[src/rtl/scc_pkg.sv]
// scc_pkg -- constants and helpers shared by the SCC wave reader.
//
// Contents:
//   WAVE_LEN    samples per channel waveform (32)
//   PHASE_W     bits of the per-channel phase (index into the waveform)
//   DEF_CH_NUM  default number of wave channels (5)
//   PERIOD_W    width of a channel period register (12)
//   MIN_PERIOD  smallest period that lets a channel run (9)
//   ch_base()   RAM base address of a channel's waveform
//
// Configuration macro: SCC_CH5_SHARED_EN
//   defined   -> channel 4 shares channel 3's waveform area (base 96)
//   undefined -> every channel has its own 32-word area (160-word layout)
package scc_pkg;

    localparam int WAVE_LEN   = 32;
    localparam int PHASE_W    = $clog2(WAVE_LEN);
    localparam int DEF_CH_NUM = 5;
    localparam int PERIOD_W   = 12;
    localparam int MIN_PERIOD = 9;

    typedef logic [PHASE_W-1:0]  phase_t;
    typedef logic [PERIOD_W-1:0] period_t;

    // Base address of a channel's waveform in the wave RAM.
    function automatic logic [7:0] ch_base(input logic [2:0] ch);
`ifdef SCC_CH5_SHARED_EN
        if (ch == 3'd4) return 8'd96;
`endif
        return 8'(ch) * 8'(WAVE_LEN);
    endfunction

endpackage

[src/rtl/scc_tone_counter.sv]
// scc_tone_counter -- period down counter and waveform phase of one channel.
//
// Ports:
//   i_clk      system clock, rising edge
//   i_reset    asynchronous active-high reset
//   i_freq     period value of this channel
//   i_freq_wr  one-cycle strobe: period register was written, reload counter
//   i_tick     last slot cycle of this channel's slot: count one step
//   o_phase    current waveform phase (0..WAVE_LEN-1)
//
// A write reloads the counter and wins over a tick in the same cycle; the
// phase is left alone on a write. Periods below MIN_PERIOD freeze the channel.
module scc_tone_counter
    import scc_pkg::*;
(
    input  logic    i_clk,
    input  logic    i_reset,
    input  period_t i_freq,
    input  logic    i_freq_wr,
    input  logic    i_tick,
    output phase_t  o_phase
);

    period_t r_cnt;
    phase_t  r_phase;

    always_ff @(posedge i_clk or posedge i_reset) begin
        if (i_reset) begin
            r_cnt   <= '0;
            r_phase <= '0;
        end else if (i_freq_wr) begin
            r_cnt <= i_freq;
        end else if (i_tick && (i_freq >= PERIOD_W'(MIN_PERIOD))) begin
            if (r_cnt == '0) begin
                r_cnt   <= i_freq;
                r_phase <= r_phase + 1'b1;  // wraps 31 -> 0
            end else begin
                r_cnt <= r_cnt - 1'b1;
            end
        end
    end

    assign o_phase = r_phase;

endmodule

[src/rtl/scc_wave_reader.sv]
// scc_wave_reader -- time-multiplexed wave RAM reader for SCC-style channels.
//
// Each channel owns a slot of SLOT_CYCLES clocks. The read for the channel
// is tried in slot cycle 0 and retried in cycles 1 and 2 while cpu_we blocks
// the RAM port; at most one read per slot. The sample is captured one cycle
// after the read and presented with a one-cycle wave_valid strobe in the
// cycle after that. If all three tries are blocked, the channel's previous
// sample is presented in slot cycle 3 instead.
//
// Ports:
//   clk, reset   clock (rising edge), asynchronous active-high reset
//   freq         CH_NUM packed 12-bit periods, channel n at [12n+11:12n]
//   freq_wr      per-channel period-written strobe
//   key_on       per-channel enable (0 -> sample reported as 0)
//   cpu_we       CPU owns the RAM port this cycle
//   sram_a/re/q  wave RAM read address, read strobe, data (one cycle later)
//   wave_q/ch    captured sample and its channel
//   wave_valid   one-cycle strobe when wave_q/wave_ch are updated
//
// Configuration macro: SCC_CH5_SHARED_EN (see scc_pkg::ch_base).
module scc_wave_reader
    import scc_pkg::*;
#(
    parameter int SLOT_CYCLES = 4,
    parameter int CH_NUM      = DEF_CH_NUM
) (
    input  logic                       clk,
    input  logic                       reset,
    input  logic [CH_NUM*PERIOD_W-1:0] freq,
    input  logic [CH_NUM-1:0]          freq_wr,
    input  logic [CH_NUM-1:0]          key_on,
    input  logic                       cpu_we,
    output logic [7:0]                 sram_a,
    output logic                       sram_re,
    input  logic [7:0]                 sram_q,
    output logic [7:0]                 wave_q,
    output logic [2:0]                 wave_ch,
    output logic                       wave_valid
);

    localparam logic [2:0] SLOT_LAST = 3'(SLOT_CYCLES - 1);
    localparam logic [2:0] CH_LAST   = 3'(CH_NUM - 1);

    logic [2:0] r_slot;
    logic [2:0] r_ch;
    logic       r_done;       // read already issued in this slot
    logic       r_pend;       // read issued last cycle, sram_q valid now
    logic [2:0] r_pend_ch;
    logic [7:0] r_last [CH_NUM];

    phase_t     w_phase [CH_NUM];
    logic       w_last_slot;
    logic       w_try;
    logic [7:0] w_sample;

    assign w_last_slot = (r_slot == SLOT_LAST);
    assign w_try       = (r_slot == 3'd0) ||
                         (((r_slot == 3'd1) || (r_slot == 3'd2)) && !r_done);
    // Gated by reset so no read is issued while the block is held in reset.
    assign sram_re     = !reset && !cpu_we && w_try;
    assign sram_a      = ch_base(r_ch) + 8'(w_phase[r_ch]);
    assign w_sample    = key_on[r_pend_ch] ? sram_q : 8'h00;

    for (genvar n = 0; n < CH_NUM; n++) begin : g_tone
        scc_tone_counter u_tone (
            .i_clk     (clk),
            .i_reset   (reset),
            .i_freq    (freq[n*PERIOD_W +: PERIOD_W]),
            .i_freq_wr (freq_wr[n]),
            .i_tick    (w_last_slot && (r_ch == 3'(n))),
            .o_phase   (w_phase[n])
        );
    end

    always_ff @(posedge clk or posedge reset) begin
        if (reset) begin
            r_slot     <= '0;
            r_ch       <= '0;
            r_done     <= 1'b0;
            r_pend     <= 1'b0;
            r_pend_ch  <= '0;
            wave_q     <= '0;
            wave_ch    <= '0;
            wave_valid <= 1'b0;
            for (int i = 0; i < CH_NUM; i++) r_last[i] <= '0;
        end else begin
            if (w_last_slot) begin
                r_slot <= '0;
                r_ch   <= (r_ch == CH_LAST) ? 3'd0 : r_ch + 3'd1;
            end else begin
                r_slot <= r_slot + 3'd1;
            end

            // Slot cycle 0 starts a fresh slot, so the old flag is dropped.
            r_done    <= (r_slot == 3'd0) ? sram_re : (r_done || sram_re);
            r_pend    <= sram_re;
            r_pend_ch <= r_ch;

            wave_valid <= 1'b0;
            if (r_pend) begin
                wave_q            <= w_sample;
                wave_ch           <= r_pend_ch;
                wave_valid        <= 1'b1;
                r_last[r_pend_ch] <= w_sample;
            end else if ((r_slot == 3'd2) && !r_done && cpu_we) begin
                // Third try blocked as well: repeat the channel's last sample.
                wave_q     <= r_last[r_ch];
                wave_ch    <= r_ch;
                wave_valid <= 1'b1;
            end
        end
    end

endmodule

[config.mk]
export PLATFORM = sky130hd
export DESIGN_NAME = scc_wave_reader
export DESIGN_NICKNAME = d
export VERILOG_FILES = /design/src/rtl/scc_pkg.sv /design/src/rtl/scc_tone_counter.sv /design/src/rtl/scc_wave_reader.sv
export SDC_FILE = /design/constraint.sdc
export NUM_CORES = 1
export LEC_CHECK = 0
export CORE_UTILIZATION = 35
export CTS_BUF_LIST = sky130_fd_sc_hd__clkbuf_8
export DETAILED_ROUTE_END_ITERATION = 6
export GPL_TIMING_DRIVEN = 1
export SYNTH_ARGS = -nofsm -noshare
export SYNTH_HDL_FRONTEND = slang
export SYNTH_HIERARCHICAL = 1
export SYNTH_SLANG_ARGS = --single-unit
export TNS_END_PERCENT = 10
[constraint.sdc]
create_clock -name clk -period 2.5 [get_ports clk]
set_clock_uncertainty 0.15 [all_clocks]
set_input_delay 0.25 -clock clk [delete_from_list [all_inputs] [get_ports clk]]
set_output_delay 0.25 -clock clk [all_outputs]
set_load 0.03 [all_outputs]
==> out/qor.csv <==
stage,metric,value,unit
run,Max Cap Violations,0,
clock_tree,CTS Buffer Depth,2,
timing,post-route setup slack,0.165,ns
timing,slew margin rel.,53.9,%
global_routing,number of global-route vias before repair,7044,
clock_tree,clock insertion delay at the later pin of the skew report,0.47,ns
timing,post-route fraction of the period consumed by the critical path,93.4,%
cells_and_area,layout net count,1134,
floorplan,overall die height,158,µm
floorplan,core box area,23600,µm²
placed_design,Worst Setup Slack post-DPL,-0.0608,ns
routing,total vias in the final route,7448,
timing,endpoints failing hold,0,
pwr,"IR drop worst, VDD",0.337,mV
critical_path,kind of start point of the critical path,flip-flop,
timing,final count of negative-setup-slack endpoints,0,
clock_tree,total clock buffers created by CTS,17,
floorplan,std cell rows,56,
synth,most frequently used flop master after synthesis,sky130_fd_sc_hd__dfrtp_1,
clock_tree,post-CTS setup buffer count,0,
outcome,run status,finished clean,
synth,number of distinct library cell variants in the gate-level netlist after synthesis,64,
cells_and_area,number of diodes added for antenna fixing,0,
routing,count of unresolved DRC violations after routing,0,
timing,"Min Clock Period, post-route",2.34,ns
clock_tree,clock slew at the register clock pins of the worst setup and hold paths,0.09,ns
timing,achievable frequency,0.428,GHz
synth,area share of the largest cell type after synthesis,43.7,%
synth,cell area after technology mapping,8480,µm²
timing,actual slew at the worst max-slew pin,0.691,ns
clock_tree,Clock Sinks,148,
synth,Mapped Nets,1013,
clock_tree,number of H-tree branching levels,4,
floorplan,Top-Level Pins,102,
pwr,P_int,4.08,mW
critical_path,Critical Path Sink,g_tone[4].u_tone/r_cnt[5],
cells_and_area,post-route cell area,10500,µm²
synth,leading cell types by total area after synthesis,"sky130_fd_sc_hd__dfrtp_1 (44%), sky130_fd_sc_hd__o21ai_0 (6.6%), sky130_fd_sc_hd__nand2_1 (4.3%), sky130_fd_sc_hd__ha_1 (3.5%), sky130_fd_sc_hd__a22oi_1 (2.8%)",
min_path,worst hold path type,in -> async,
synth,"Seq/Total Area, Yosys",43.7,%
routing,average detailed-routed wire length per instance,15.7,µm
synth,most frequent cells after synthesis,"sky130_fd_sc_hd__dfrtp_1 (148), sky130_fd_sc_hd__o21ai_0 (111), sky130_fd_sc_hd__nand2_1 (96), sky130_fd_sc_hd__nor2_1 (59), sky130_fd_sc_hd__inv_1 (50)",
critical_path,Worst setup EP type,flip-flop,
global_routing,pin count of the biggest net entering global routing,58,
cells_and_area,final non-filler cell total,1361,
global_routing,overall fraction of global-route tracks in use,18.1,%
critical_path,launch point of the worst path,g_tone[4].u_tone/r_cnt[0],
synth,most common cell in the netlist,sky130_fd_sc_hd__dfrtp_1,
synth,Post-Synthesis Mean Instance Area,9.34,µm²
floorplan,Die X-Extent,158,µm
placed_design,instance area at placement,10000,µm²
critical_path,worst path required time,2.71,ns
global_routing,first-pass GRT wire length,35500,µm
placed_design,Placer Congestion,0.937,
critical_path,depth of the worst register-to-register path,7,
pwr,share of total power in the clock network,33.2,%
placed_design,DP Cell Count,1329,
routing,count of antenna-violating nets left after detailed routing,0,
pwr,Sequential Power Share,48.2,%
pwr,combinational cell fraction of total power,18.6,%
critical_path,"Worst Path Class, Setup",reg -> reg,
placed_design,Detail Placement HPWL,16000,µm
pwr,net switching power,1.86,mW
synth,number of synthesized flops with an enable pin,0,
pwr,overall power consumption,5.94,mW
synth,asr flop ratio synth,100,%
pwr,switching share of power,31.3,%
synth,"Warnings, synthesis",6,
routing,final wirelength,21400,µm
pwr,leakage component of the power,4.44,nW
synth,number of storage elements in the synthesis netlist,148,
global_routing,number of antenna violations at the first check in global routing,0,
routing,1st-iter DRT viols,572,
critical_path,FF-to-FF End,g_tone[4].u_tone/r_cnt[5],
timing,final count of pins violating max slew,0,
global_routing,GRT Residual Overflow,0,
critical_path,worst-path maximum fanout,11,
cells_and_area,synthesis-to-finish area growth,23.9,%
critical_path,reg2reg setup slack,0.16,ns
placed_design,count of input and output buffers,101,
routing,vias per cell,5.47,
timing,RSZ-0062 raised after global routing,no,
synth,synthesized netlist cell count,908,
pwr,Power Dens Cells,566,nW/µm²
clock_tree,clock root buffer,sky130_fd_sc_hd__clkbuf_8,
clock_tree,TritonCTS clock tree,built,
floorplan,overall die area,24800,µm²
critical_path,arrival time at the worst endpoint,2.54,ns
cells_and_area,fraction of final layout cells sized beyond drive strength 1,11.4,%
synth,Synth area leader,sky130_fd_sc_hd__dfrtp_1,
critical_path,launch point of the worst reg-to-reg path,g_tone[4].u_tone/r_cnt[0],
routing,router iterations before antenna repair,5,
floorplan,starting density of the core,35.9,%
## registers in the layout (all words and copies together), names as in the netlist
register	cells
wave_ch	3
r_ch	3
r_slot	3
r_last	40
wave_valid	1
g_tone.u_tone/r_cnt	60
r_pend_ch	3
wave_q	8
g_tone.u_tone/o_phase	25
r_pend	1
r_done	1
## through the flow
stage	utilization [%]	TNS [ns]	hold WS, ns
final	44.5	0	0.0860
after global routing	44.5	0	0.0605
after CTS	44.3	0	0.0378
after detailed placement	42.5	-0.0880	0.316
after global placement	42.5	0	0.307
after floorplan	-	0	0.0261
## cells by family (layout without fill, tap and decap cells)
logic type               after synthesis  count (layout)  synth area share (%)
buffers and inverters                 87             221                  4.58
AND/OR/NAND/NOR                      313             313                  19.1
flip-flops                           148             148                  43.7
XOR/XNOR                              20              20                  2.07
adder cells (fa/ha/maj)               24              24                  3.54
AO/OA/AOI/OAI                        291             291                  22.7
multiplexers                          25              25                  4.37
## power by group through the flow
stage	clock [mW]	sequential, mW	combinational (mW)
2_1_floorplan	0	2.89	0.660
3_3_place_gp	0	2.90	1.10
3_5_place_dp	0	2.90	1.11
4_1_cts	2.05	2.86	1.11
5_1_grt	2.15	2.90	1.24
6_report	1.97	2.86	1.11
## worst max-delay path, stage by stage (launching register included)
cell and delay, ns:
sky130_fd_sc_hd__dfrtp_1 0.39, sky130_fd_sc_hd__inv_1 0.11, sky130_fd_sc_hd__ha_1 0.20, sky130_fd_sc_hd__nor3b_1 0.37, sky130_fd_sc_hd__nand4_1 0.29, sky130_fd_sc_hd__nand2_1 0.38
sky130_fd_sc_hd__a22oi_1 0.15, sky130_fd_sc_hd__o21ai_0 0.20
## metal layers
| metal | share of wire (%) | vias up | GRT usage, % |
|---|---|---|---|
| li1 | - | 3623 | - |
| met1 | 46 | 3534 | 24.7 |
| met2 | 46 | 258 | 28.0 |
| met3 | 6.2 | 33 | 4.05 |
| met4 | 2.1 | 0 | 6.70 |
| met5 | 0 | - | 0 |
## area by class of cell
class	count	area [µm²]
Fill cell	2274	13100
Multi-Input combinational cell	673	4430
Sequential cell	148	3710
Timing Repair Buffer	139	1360
Tap cell	319	399
Clock buffer	17	234
Clock inverter	15	188
Inverter	50	188
## layout by cell type (no fill, tap or decap), types with 8 or more instances in the layout
master / instances
sky130_fd_sc_hd__clkdlybuf4s50_1: 95
sky130_fd_sc_hd__a21oi_1: 41
sky130_fd_sc_hd__nand2_1: 96
sky130_fd_sc_hd__xnor2_1: 15
sky130_fd_sc_hd__a211o_1: 8
sky130_fd_sc_hd__a22o_1: 8
sky130_fd_sc_hd__nand3_1: 32
sky130_fd_sc_hd__a221oi_1: 9
sky130_fd_sc_hd__nor3_1: 27
sky130_fd_sc_hd__mux2i_1: 10
sky130_fd_sc_hd__or3_1: 10
sky130_fd_sc_hd__dfrtp_1: 146
sky130_fd_sc_hd__o211ai_1: 14
sky130_fd_sc_hd__a22oi_1: 32
sky130_fd_sc_hd__nor2_1: 58
sky130_fd_sc_hd__inv_1: 49
sky130_fd_sc_hd__nand4_1: 19
sky130_fd_sc_hd__o22ai_1: 10
sky130_fd_sc_hd__and3_1: 8
sky130_fd_sc_hd__ha_1: 24
sky130_fd_sc_hd__nor2b_1: 13
sky130_fd_sc_hd__o21ai_0: 111
sky130_fd_sc_hd__clkbuf_8: 17
sky130_fd_sc_hd__buf_4: 38
## worst min-delay path by stage
stage	start	to	slack, ns	depth (start not counted)
5_1_grt	reset	r_slot[1]	0.06	3
6_report	reset	r_slot[2]	0.09	3
4_1_cts	reset	r_ch[2]	0.04	3
3_5_place_dp	r_last[19]	r_last[19]	0.32	2
3_3_place_gp	r_last[26]	r_last[26]	0.31	2
2_1_floorplan	reset	g_tone[0].u_tone/o_phase[0]	0.03	1
## repair_timing
item,CTS,global route
hold buffers,0,0
cloned,0,0
gates resized for setup,2,8
endpoints found under the setup margin,2,14
pin swaps,0,0
hold endpoints to repair,0,0
Note: power is estimated with default switching activity, not from simulation.
